### config.mk
export PLATFORM = sky130hd
export DESIGN_NAME = pipe_ctrl
export DESIGN_NICKNAME = d
export VERILOG_FILES = /design/src/rtl/pipe_ctrl.sv
export SDC_FILE = /design/constraint.sdc
export NUM_CORES = 1
export LEC_CHECK = 0
export BUFFER_PORTS_ARGS = -buffer_cell sky130_fd_sc_hd__buf_2
export CORE_MARGIN = 1
export CORE_UTILIZATION = 40
export CTS_CLUSTER_SIZE = 16
export DETAILED_ROUTE_END_ITERATION = 7
export PLACE_DENSITY = 0.63
export SYNTH_ARGS = -nofsm -noshare
export SYNTH_HDL_FRONTEND = slang
export SYNTH_SLANG_ARGS = --single-unit
### constraint.sdc
create_clock -name clk -period 2.7 [get_ports clk]
set_clock_uncertainty 0.2 [all_clocks]
set_input_delay 0.27 -clock clk [delete_from_list [all_inputs] [get_ports clk]]
set_output_delay 0.27 -clock clk [all_outputs]
set_load 0.05 [all_outputs]
### src/rtl/pipe_ctrl.sv
// Pipeline control for the N-stage core: stall resolution, registered flush/redirect,
// stall watchdog and saturating stall-cycle counter.
module pipe_ctrl #(
   parameter int NSTAGE  = 6,
   parameter int AW      = 32,
   parameter int TIMEOUT = 1024,
   parameter int CW      = 32
) (
   input  logic              clk,
   input  logic              rst,
   input  logic [NSTAGE-1:0] stallreq_i,
   input  logic              flush_req_i,
   input  logic [AW-1:0]     flush_pc_i,
   input  logic              wd_clr_i,
   input  logic              cnt_clr_i,
   output logic [NSTAGE-1:0] stall_o,
   output logic              flush_o,
   output logic [AW-1:0]     new_pc_o,
   output logic              timeout_o,
   output logic [CW-1:0]     stall_cycles_o
);

   localparam int WDW = (TIMEOUT > 2) ? $clog2(TIMEOUT) : 1;
   localparam logic [WDW-1:0] WD_LAST = WDW'(TIMEOUT - 1);
   localparam logic [CW-1:0]  CNT_MAX = '1;

   logic [NSTAGE-1:0] stall_resolved;
   logic [WDW-1:0]    wd_cnt;
   logic              stalled;

   // A request from stage k freezes every stage upstream of it (suffix OR).
   always_comb begin
      logic acc;
      acc = 1'b0;
      stall_resolved = '0;
      for (int j = NSTAGE - 1; j >= 0; j--) begin
         acc = acc | stallreq_i[j];
         stall_resolved[j] = acc;
      end
   end

   // A flush in progress overrides all stalls, and the vector is forced low in reset.
   always_comb begin
      stall_o = '0;
      if (rst && !flush_o) begin
         stall_o = stall_resolved;
      end
   end

   assign stalled = stall_o[0];

   always_ff @(posedge clk or negedge rst) begin
      if (!rst) begin
         flush_o  <= 1'b0;
         new_pc_o <= '0;
      end else begin
         flush_o <= flush_req_i;
         if (flush_req_i) begin
            new_pc_o <= flush_pc_i;
         end
      end
   end

   // The clear takes priority over a trip landing on the same edge.
   always_ff @(posedge clk or negedge rst) begin
      if (!rst) begin
         wd_cnt    <= '0;
         timeout_o <= 1'b0;
      end else if (wd_clr_i) begin
         wd_cnt    <= '0;
         timeout_o <= 1'b0;
      end else if (stalled) begin
         if (wd_cnt == WD_LAST) begin
            wd_cnt    <= '0;
            timeout_o <= 1'b1;
         end else begin
            wd_cnt <= wd_cnt + 1'b1;
         end
      end else begin
         wd_cnt <= '0;
      end
   end

   always_ff @(posedge clk or negedge rst) begin
      if (!rst) begin
         stall_cycles_o <= '0;
      end else if (cnt_clr_i) begin
         stall_cycles_o <= '0;
      end else if (stalled && stall_cycles_o != CNT_MAX) begin
         stall_cycles_o <= stall_cycles_o + 1'b1;
      end
   end

endmodule

Yosys cells after proc, flatten, opt, wreduce, memory -nomap -nowiden
Cells that the tools add are included.

operators by class
  bitwise logic cells = 5
  $add $sub $neg = 2
  equal/unequal tests = 2
  muxes and demuxes = 9
  reductions and logical operators = 7

operators by type and width
  kind                     number
  $mux W32                 2
  $add A32 B1 Y32 const B  1
  $ne A32 B32 Y1 const B   1
  $mux W10                 3
  $add A10 B1 Y10 const B  1
  $eq A10 B10 Y1 const B   1
  $mux W6                  1
  $reduce_bool A2 Y1       3
  $or A1 B1 Y1             5
  $mux W1                  3
  $logic_and A1 B1 Y1      2
  $reduce_and A2 Y1        1
  $logic_not A1 Y1         1

word-level totals
  bits of input ports = 43
  output and inout port bits = 72
  register bits after elaboration = 76
  word-level logic and storage cells = 30

Depth between registers and ports, before layout
Gate-level depths: netlist (run 1).

  depth in word-level cells = 9
  depth in mapped cells = 7
  depth with buffers taken out = 6

Worst setup path after synthesis (run 1)
Ideal clock, no wire load.

  path type = flip-flop to flip-flop
  from = register stall_cycles_o[0]
  to = register stall_cycles_o[28]
  buffers on the path = 0
  required time = 2.375 ns
  cell stages (with the launch flop) = 7
  setup slack = -0.133 ns
  data arrival time = 2.509 ns
  library setup time = 0.125 ns
  cells stage by stage = dfrtp_1 ha_1 nand3_1 or3_4 or4b_4 nor4_2 mux2_2

between the ends
  longest elaborated chain between the ends = 3

ends and longest elaborated chain
  element                                                   RTL line  RTL
  start, declared                                           20        output logic [CW-1:0] stall_cycles_o
  start signal, assigned                                    90        stall_cycles_o <= stall_cycles_o + 1'b1;
  $add A32 B1 Y32 / $ne A32 B32 Y1 (equally long branches)  90, 89
  $mux W32 / $logic_and A1 B1 Y1 (equally long branches)    89        end else if (stalled && stall_cycles_o != CNT_MAX) begin
  $mux W32 / $reduce_bool A2 Y1 (equally long branches)     --

Several ways; a longest one is shown, not always the timed one. The select of a mux whose other input is x is not followed.
A chain may end at the register's enable or synchronous reset.

Worst setup path in the final report (run 1)
Ends and elaborated chain as after synthesis.

==> out/metrics.yaml, run 1 <==
outcome:
  result_of_the_run: "completed"
floorplanning:
  rows: 34
  die_w_um: 96.9
  num_io_pins: 115
  fp.coreArea_um2: 8720
  die_h_um: 96.9
  floorplan.die_area_um2: 9390
  start_util_pct: 41.3
power_and_ir_drop:
  ir_worst_vdd_v: 0.000330
  seqPwrFrac_pct: 48.6
  p_total_mw: 2.51
  power_density_nw_per_um2: 511
  power_leakage_nw: 2.26
  power_switching_uw: 821
  power.share.combinational_pct: 18.4
  swShare_pct: 32.7
  power_frac_clock_pct: 33.1
  power_report.internal_total_mw: 1.69
worst_hold_path:
  worstHoldPathType: "in2reg"
logic_synthesis:
  synth_cells: 334
  mappedNetlistNets: 379
  most_used_standard_cell_by_instance_count_after_synthesis: "sky130_fd_sc_hd__dfrtp_1"
  synthAdderAreaFrac_pct: 0.695
  synth-seq-area-share_pct: 52.8
  synth-xor-area-share_pct: 2.67
  synth_area_um2: 3600
  synth.cells.most_frequent: "sky130_fd_sc_hd__dfrtp_1, sky130_fd_sc_hd__mux2_2, sky130_fd_sc_hd__nor2_1"
  yosys.area.top_type_share_pct: 52.8
  dominant_combinational_cell_family_by_area_after_synthesis: "simple AND/OR/NAND/NOR gates"
  synth-async-reset-ratio_pct: 100
  synthesis.area_per_instance_um2: 10.8
  synth_cell_type_count: 41
  yosys.area.top_type: "sky130_fd_sc_hd__dfrtp_1"
  synth.area.top_cells: "sky130_fd_sc_hd__dfrtp_1, sky130_fd_sc_hd__mux2_2, sky130_fd_sc_hd__nor2_1"
  synth_enable_flop_cells: 0
  synth_seq_cells: 76
  synthMuxAreaShare_pct: 12.8
  synth-simple-area-share_pct: 20.2
  synthFlopType: "sky130_fd_sc_hd__dfrtp_1"
  synth-compound-area-share_pct: 8.20
  yosysWarningCount: 0
placement:
  numPortBuffers: 114
  dp_area_um2: 4370
  place.detailed.instances: 558
  gp_congestion: 0.812
  dp_hpwl_um: 6310
worst_setup_path:
  worst_setup_path_end_kind: "register"
  req_time_crit_path_ns: 2.74
  worst-setup-path-type: "reg2reg"
  critical_path_peak_fanout: 6
  ff2ff_setup_slack_ns: 0.12
  critPathArrivalTime_ns: 2.63
  crit_path_start_kind: "register"
layout:
  drive_gt1_share_pct: 40.0
  postLayoutCoreUtil_pct: 56.3
  final_design_area_no_fill_um2: 4910
  layout.cells.non_filler: 608
  diodes: 0
  final_net_count: 540
  synthToLayoutAreaGrowth_pct: 36.2
global_routing:
  grt.met3_usage_pct: 4.55
  met1_layer_usage_reported_by_global_route_pct: 25.4
  global_route.usage.met2_pct: 33.9
  grt_pass1_wl_um: 15200
  gr-max-usage-layer: "met2"
  number_of_global_route_vias_before_repair: 3238
  track_usage_pct: 20.1
  antenna_found_initial: 0
  grt_start_max_net_pins: 43
  globalRouteOverflowTotal: 0
sta:
  final-setup-viol-count: 0
  timing_hold_violations_final: 0
  fin_crit_ns: 2.58
  grt_setup_unrepaired: "false"
  fin_tns_setup_ns: 0
  worst_pin_slew_ns: 0.790
  slew_headroom_pct: 46.9
  post-route-period-util_pct: 95.7
  timing_limited_maximum_frequency_mhz: 387
  maxSlewViolCount: 0
clocking:
  cts_root_buf: "sky130_fd_sc_hd__clkbuf_8"
  cts-htree-levels: 3
  cts.clk_slew.worst_paths_ns: 0.09
  cts_buffer_depth: 2
  insertion_delay_ns: 0.36
  tritoncts: "done"
  cts.sink_count: 76
  tritoncts.num_buffers: 9
route:
  drt-wirelength-per-cell_um: 14.9
  num_vias: 3238
  routed_wl_um: 9050
  drt_pre_antenna_iters: 4
  avgViaCountPerCell: 5.33
  dr.first_iter.drc_count: 134
  route.detailed.drc: 0
  postRouteAntennaNets: 0
job:
  number_of_maximum_capacitance_violations: 0
==> kinds of logic after synthesis <==
group                      count (synthesis)
xor gates and xnor gates                  11
muxes                                     41
AOI/OAI and AO/OA                         47
DFF                                       76
buffers and inverters                     25
adders and majority gates                  2
and+or+nand+nor                          132
==> critical path, stage by stage (launching register included) <==
cell	delay, ns
sky130_fd_sc_hd__dfrtp_2	0.42
sky130_fd_sc_hd__ha_1	0.21
sky130_fd_sc_hd__nand3_1	0.14
sky130_fd_sc_hd__or3_4	0.42
sky130_fd_sc_hd__or4b_4	0.56
sky130_fd_sc_hd__nor4_2	0.16
sky130_fd_sc_hd__mux2_2	0.36
==> registers in the layout, indices dropped and copies added, names as in the netlist <==
register	flops
new_pc_o	32
wd_cnt	10
stall_cycles_o	32
timeout_o	1
flush_o	1
==> metal layers <==
layer,wire [µm],share of wire [%]
met5,0,0
met4,156,1.7
met3,496,5.5
met2,4520,50
met1,3880,43
==> through the flow <==
step | hold WS (ns) | setup WS (ns)
final | 0.209 | 0.116
after global routing | 0.246 | 0.00728
after CTS | 0.209 | 0.119
after detailed placement | 0.180 | 0.140
after global placement | 0.180 | 0.179
after floorplan | -0.226 | 0.00529
==> final timing paths <==
check	depth (start not counted)	endpoint	startpoint
setup reg to reg	6	stall_cycles_o[28]	stall_cycles_o[0]
min in group asynchronous	3	new_pc_o[4]	rst
hold reg to reg	1	wd_cnt[0]	wd_cnt[0]
setup / recovery	6	stall_cycles_o[28]	stall_cycles_o[0]
hold / removal	1	flush_o	flush_req_i
max in group asynchronous	4	stall_cycles_o[8]	rst
==> final cells by class <==
cell class / count / area [µm²]
clock inverter: 7 / 58.8
timing repair buffer: 162 / 1020
sequential: 76 / 1910
tap: 108 / 135
fill: 776 / 3810
multi-input combinational: 233 / 1620
clock buffer: 9 / 124
inverter: 13 / 48.8
==> layout by cell type (no fill, tap or decap), types with 2 or more instances in the layout <==
cell type	n
sky130_fd_sc_hd__buf_2	113
sky130_fd_sc_hd__dfrtp_1	72
sky130_fd_sc_hd__mux2_2	40
sky130_fd_sc_hd__nor2_1	39
sky130_fd_sc_hd__dlygate4sd3_1	34
sky130_fd_sc_hd__a21oi_1	20
sky130_fd_sc_hd__buf_4	15
sky130_fd_sc_hd__nand3_1	14
sky130_fd_sc_hd__inv_1	13
sky130_fd_sc_hd__nand2_1	12
sky130_fd_sc_hd__nand4_1	11
sky130_fd_sc_hd__or3_1	11
sky130_fd_sc_hd__nor4_1	10
sky130_fd_sc_hd__clkbuf_8	9
sky130_fd_sc_hd__nor3_1	8
sky130_fd_sc_hd__o21ai_0	8
sky130_fd_sc_hd__xnor2_1	6
sky130_fd_sc_hd__nor2b_1	6
sky130_fd_sc_hd__xor2_1	5
sky130_fd_sc_hd__and4_1	4
sky130_fd_sc_hd__a31o_2	4
sky130_fd_sc_hd__o31ai_1	4
sky130_fd_sc_hd__or4_1	4
sky130_fd_sc_hd__dfrtp_2	4
sky130_fd_sc_hd__a21o_1	3
sky130_fd_sc_hd__and3_1	3
sky130_fd_sc_hd__inv_6	3
sky130_fd_sc_hd__nand2b_1	2
sky130_fd_sc_hd__nor4_2	2
sky130_fd_sc_hd__a31oi_1	2
sky130_fd_sc_hd__ha_1	2
==> power groups by stage <==
stage	Combinational [mW]	Clock [mW]	Sequential [mW]
after detailed placement	0.424	0	1.24
after global routing	0.488	0.903	1.22
after global placement	0.419	0	1.23
final	0.460	0.829	1.22
after floorplan	0.106	0	1.42
after CTS	0.463	0.841	1.22
==> repair_timing <==
item	CTS	global route
hold buffers	34	0
endpoints found under the setup margin	0	2
resized for setup	0	2
endpoints found under the hold margin	68	0
setup buffers	0	0
No activity file was read; power rests on OpenSTA's default activity.
==> run 2: changes to the inputs <==
--- a/config.mk
+++ b/config.mk
@@ -5,12 +5,13 @@
 export SDC_FILE = /design/constraint.sdc
 export NUM_CORES = 1
 export LEC_CHECK = 0
+export ABC_AREA = 1
 export BUFFER_PORTS_ARGS = -buffer_cell sky130_fd_sc_hd__buf_2
 export CORE_MARGIN = 1
 export CORE_UTILIZATION = 40
 export CTS_CLUSTER_SIZE = 16
 export DETAILED_ROUTE_END_ITERATION = 7
-export PLACE_DENSITY = 0.63
+export PLACE_DENSITY = 0.62
 export SYNTH_ARGS = -nofsm -noshare
 export SYNTH_HDL_FRONTEND = slang
 export SYNTH_SLANG_ARGS = --single-unit
==> out/metrics.yaml, run 2 <==
worst_setup_path:
  req_time_crit_path_ns: 2.74
  worst_setup_path_end_kind: "register"
  critical_path_peak_fanout: 28
  critPathArrivalTime_ns: 2.44
  crit_path_start_kind: "primary input"
  worst-setup-path-type: "in2reg"
route:
  route.detailed.drc: 0
  postRouteAntennaNets: 0
  avgViaCountPerCell: 4.80
  dr.first_iter.drc_count: 159
  drt_pre_antenna_iters: 4
  drt-wirelength-per-cell_um: 13.2
  routed_wl_um: 10200
  num_vias: 3697
sta:
  maxSlewViolCount: 0
  final-setup-viol-count: 0
  fin_crit_ns: 2.40
  worst_pin_slew_ns: 0.967
  timing_hold_violations_final: 0
  post-route-period-util_pct: 88.7
  fin_tns_setup_ns: 0
  hold_ws_ns: 0.181
  grt_setup_unrepaired: "false"
  timing_limited_maximum_frequency_mhz: 417
  slew_headroom_pct: 35.6
global_routing:
  antenna_found_initial: 0
  grt_start_max_net_pins: 77
  globalRouteOverflowTotal: 0
  track_usage_pct: 21.9
  number_of_global_route_vias_before_repair: 3752
  grt_pass1_wl_um: 17600
clocking:
  cts_buffer_depth: 2
  cts-htree-levels: 3
  insertion_delay_ns: 0.35
  cts_root_buf: "sky130_fd_sc_hd__clkbuf_8"
  tritoncts.num_buffers: 9
  cts-resized-gates: 0
  cts.clk_slew.worst_paths_ns: 0.09
  cts.sink_count: 76
  tritoncts: "done"
floorplanning:
  rows: 35
  num_io_pins: 115
  floorplan.die_area_um2: 10300
  fp.coreArea_um2: 9420
  die_h_um: 101
  start_util_pct: 41.9
  die_w_um: 101
power_and_ir_drop:
  p_total_mw: 2.81
  power_leakage_nw: 2.58
  power_density_nw_per_um2: 538
  ir_worst_vdd_v: 0.000368
logic_synthesis:
  synthesis.area_per_instance_um2: 8.14
  synth.area.top_cells: "sky130_fd_sc_hd__dfrtp_1, sky130_fd_sc_hd__nand2_1, sky130_fd_sc_hd__mux2_2"
  synth_cell_type_count: 27
  synthMuxAreaShare_pct: 9.13
  mappedNetlistNets: 530
  synth-async-reset-ratio_pct: 100
  synth-seq-area-share_pct: 48.2
  yosys.area.top_type: "sky130_fd_sc_hd__dfrtp_1"
  dominant_combinational_cell_family_by_area_after_synthesis: "simple AND/OR/NAND/NOR gates"
  synth.cells.most_frequent: "sky130_fd_sc_hd__nand2_1, sky130_fd_sc_hd__nor2_1, sky130_fd_sc_hd__dfrtp_1"
  synth-compound-area-share_pct: 3.30
  most_used_standard_cell_by_instance_count_after_synthesis: "sky130_fd_sc_hd__nand2_1"
  synth_area_um2: 3950
  synth_cells: 485
  synth-simple-area-share_pct: 30.5
  synthFlopType: "sky130_fd_sc_hd__dfrtp_1"
  yosysWarningCount: 0
  yosys.area.top_type_share_pct: 48.2
  synth_enable_flop_cells: 0
  synth_seq_cells: 76
  synth-xor-area-share_pct: 3.33
  synthAdderAreaFrac_pct: 0.634
placement:
  numPortBuffers: 114
  dp_area_um2: 4630
  dp_hpwl_um: 6850
  gp_congestion: 0.853
layout:
  layout.cells.most_common: "sky130_fd_sc_hd__nand2_1"
  multiInputGateArea_um2: 1850
  final_design_area_no_fill_um2: 5220
  drive_gt1_share_pct: 27.9
  fill_cells: 855
  final_net_count: 681
  regArea_um2: 1900
  layout.cells.most_common_list: "sky130_fd_sc_hd__nand2_1, sky130_fd_sc_hd__buf_2, sky130_fd_sc_hd__nor2_1, sky130_fd_sc_hd__dfrtp_1, sky130_fd_sc_hd__dlygate4sd3_1"
  postLayoutCoreUtil_pct: 55.5
  diodes: 0
  synthToLayoutAreaGrowth_pct: 32.3
  layout_top_registers: "new_pc_o: 32 flops, stall_cycles_o: 32 flops, wd_cnt: 10 flops"
outcome:
  result_of_the_run: "completed"
job:
  number_of_maximum_capacitance_violations: 0
worst_hold_path:
  worstHoldPathType: "in2reg"
[run 2: worst paths after layout]
path	endpoint	depth (start not counted)	startpoint	slack [ns]
max	stall_cycles_o[7]	11	rst	0.30
min	stall_cycles_o[10]	4	cnt_clr_i	0.18
max in group asynchronous	stall_cycles_o[11]	3	rst	1.15
max reg2reg	stall_cycles_o[7]	11	stall_cycles_o[0]	0.42
min reg2reg	wd_cnt[0]	1	wd_cnt[0]	0.26
min in group asynchronous	new_pc_o[10]	3	rst	0.49
[run 2: repair_timing]
item,CTS,global route
hold endpoints to repair,40,0
hold buffers,34,0
setup buffers,0,0
[run 2: area by class of cell]
cell class / count / share of cell area, %
clock buffer: 9 / 2.37
clock inverter: 7 / 2.44
inverter: 30 / 2.18
multi-input combinational: 367 / 35.4
sequential: 76 / 36.4
tap: 129 / 3.09
timing repair buffer: 152 / 18.1
[run 2: worst max-delay path, cell delays in order]
cell,delay (ns)
sky130_fd_sc_hd__dlygate4sd3_1,0.52
sky130_fd_sc_hd__buf_4,0.11
sky130_fd_sc_hd__inv_1,0.04
sky130_fd_sc_hd__nor2_1,0.19
sky130_fd_sc_hd__nand2_1,0.13
sky130_fd_sc_hd__nand3_1,0.21
sky130_fd_sc_hd__nand2_2,0.10
sky130_fd_sc_hd__nand2_2,0.22
sky130_fd_sc_hd__clkinv_2,0.40
sky130_fd_sc_hd__nand2_1,0.16
sky130_fd_sc_hd__nand2_1,0.06
[run 2: through the flow]
| stage | std cells | setup slack [ns] |
|---|---|---|
| 4_1_cts | 770 | 0.292 |
| 3_5_place_dp | 720 | 0.422 |
| 2_1_floorplan | 485 | 0.340 |
| 6_report | 770 | 0.304 |
| 5_1_grt | 770 | 0.0216 |
| 3_3_place_gp | 720 | 0.493 |
[run 2: where the power goes]
group          total, mW  internal, mW  switching (mW)  leakage [nW]
sequential          1.22          1.19          0.0298         0.985
combinational      0.494         0.151           0.344          1.47
clock               1.10         0.631           0.465         0.127
[run 2: kinds of logic (layout without fill, tap and decap cells)]
family	after synthesis	after routing
adders and majority gates	2	2
buffers and inverters	42	198
and+or+nand+nor	293	293
muxes	32	32
AOI/OAI and AO/OA	25	25
xor gates and xnor gates	15	15
DFF	76	76
[run 2: layer usage]
metal | routed length (µm) | vias up | track usage [%] | share of wire (%)
met5 | 0 | - | 0 | 0
met4 | 155 | 0 | 8.14 | 1.5
met3 | 636 | 14 | 5.04 | 6.3
met2 | 4810 | 117 | 36.6 | 47
met1 | 4550 | 1718 | 27.6 | 45
li1 | - | 1848 | - | -
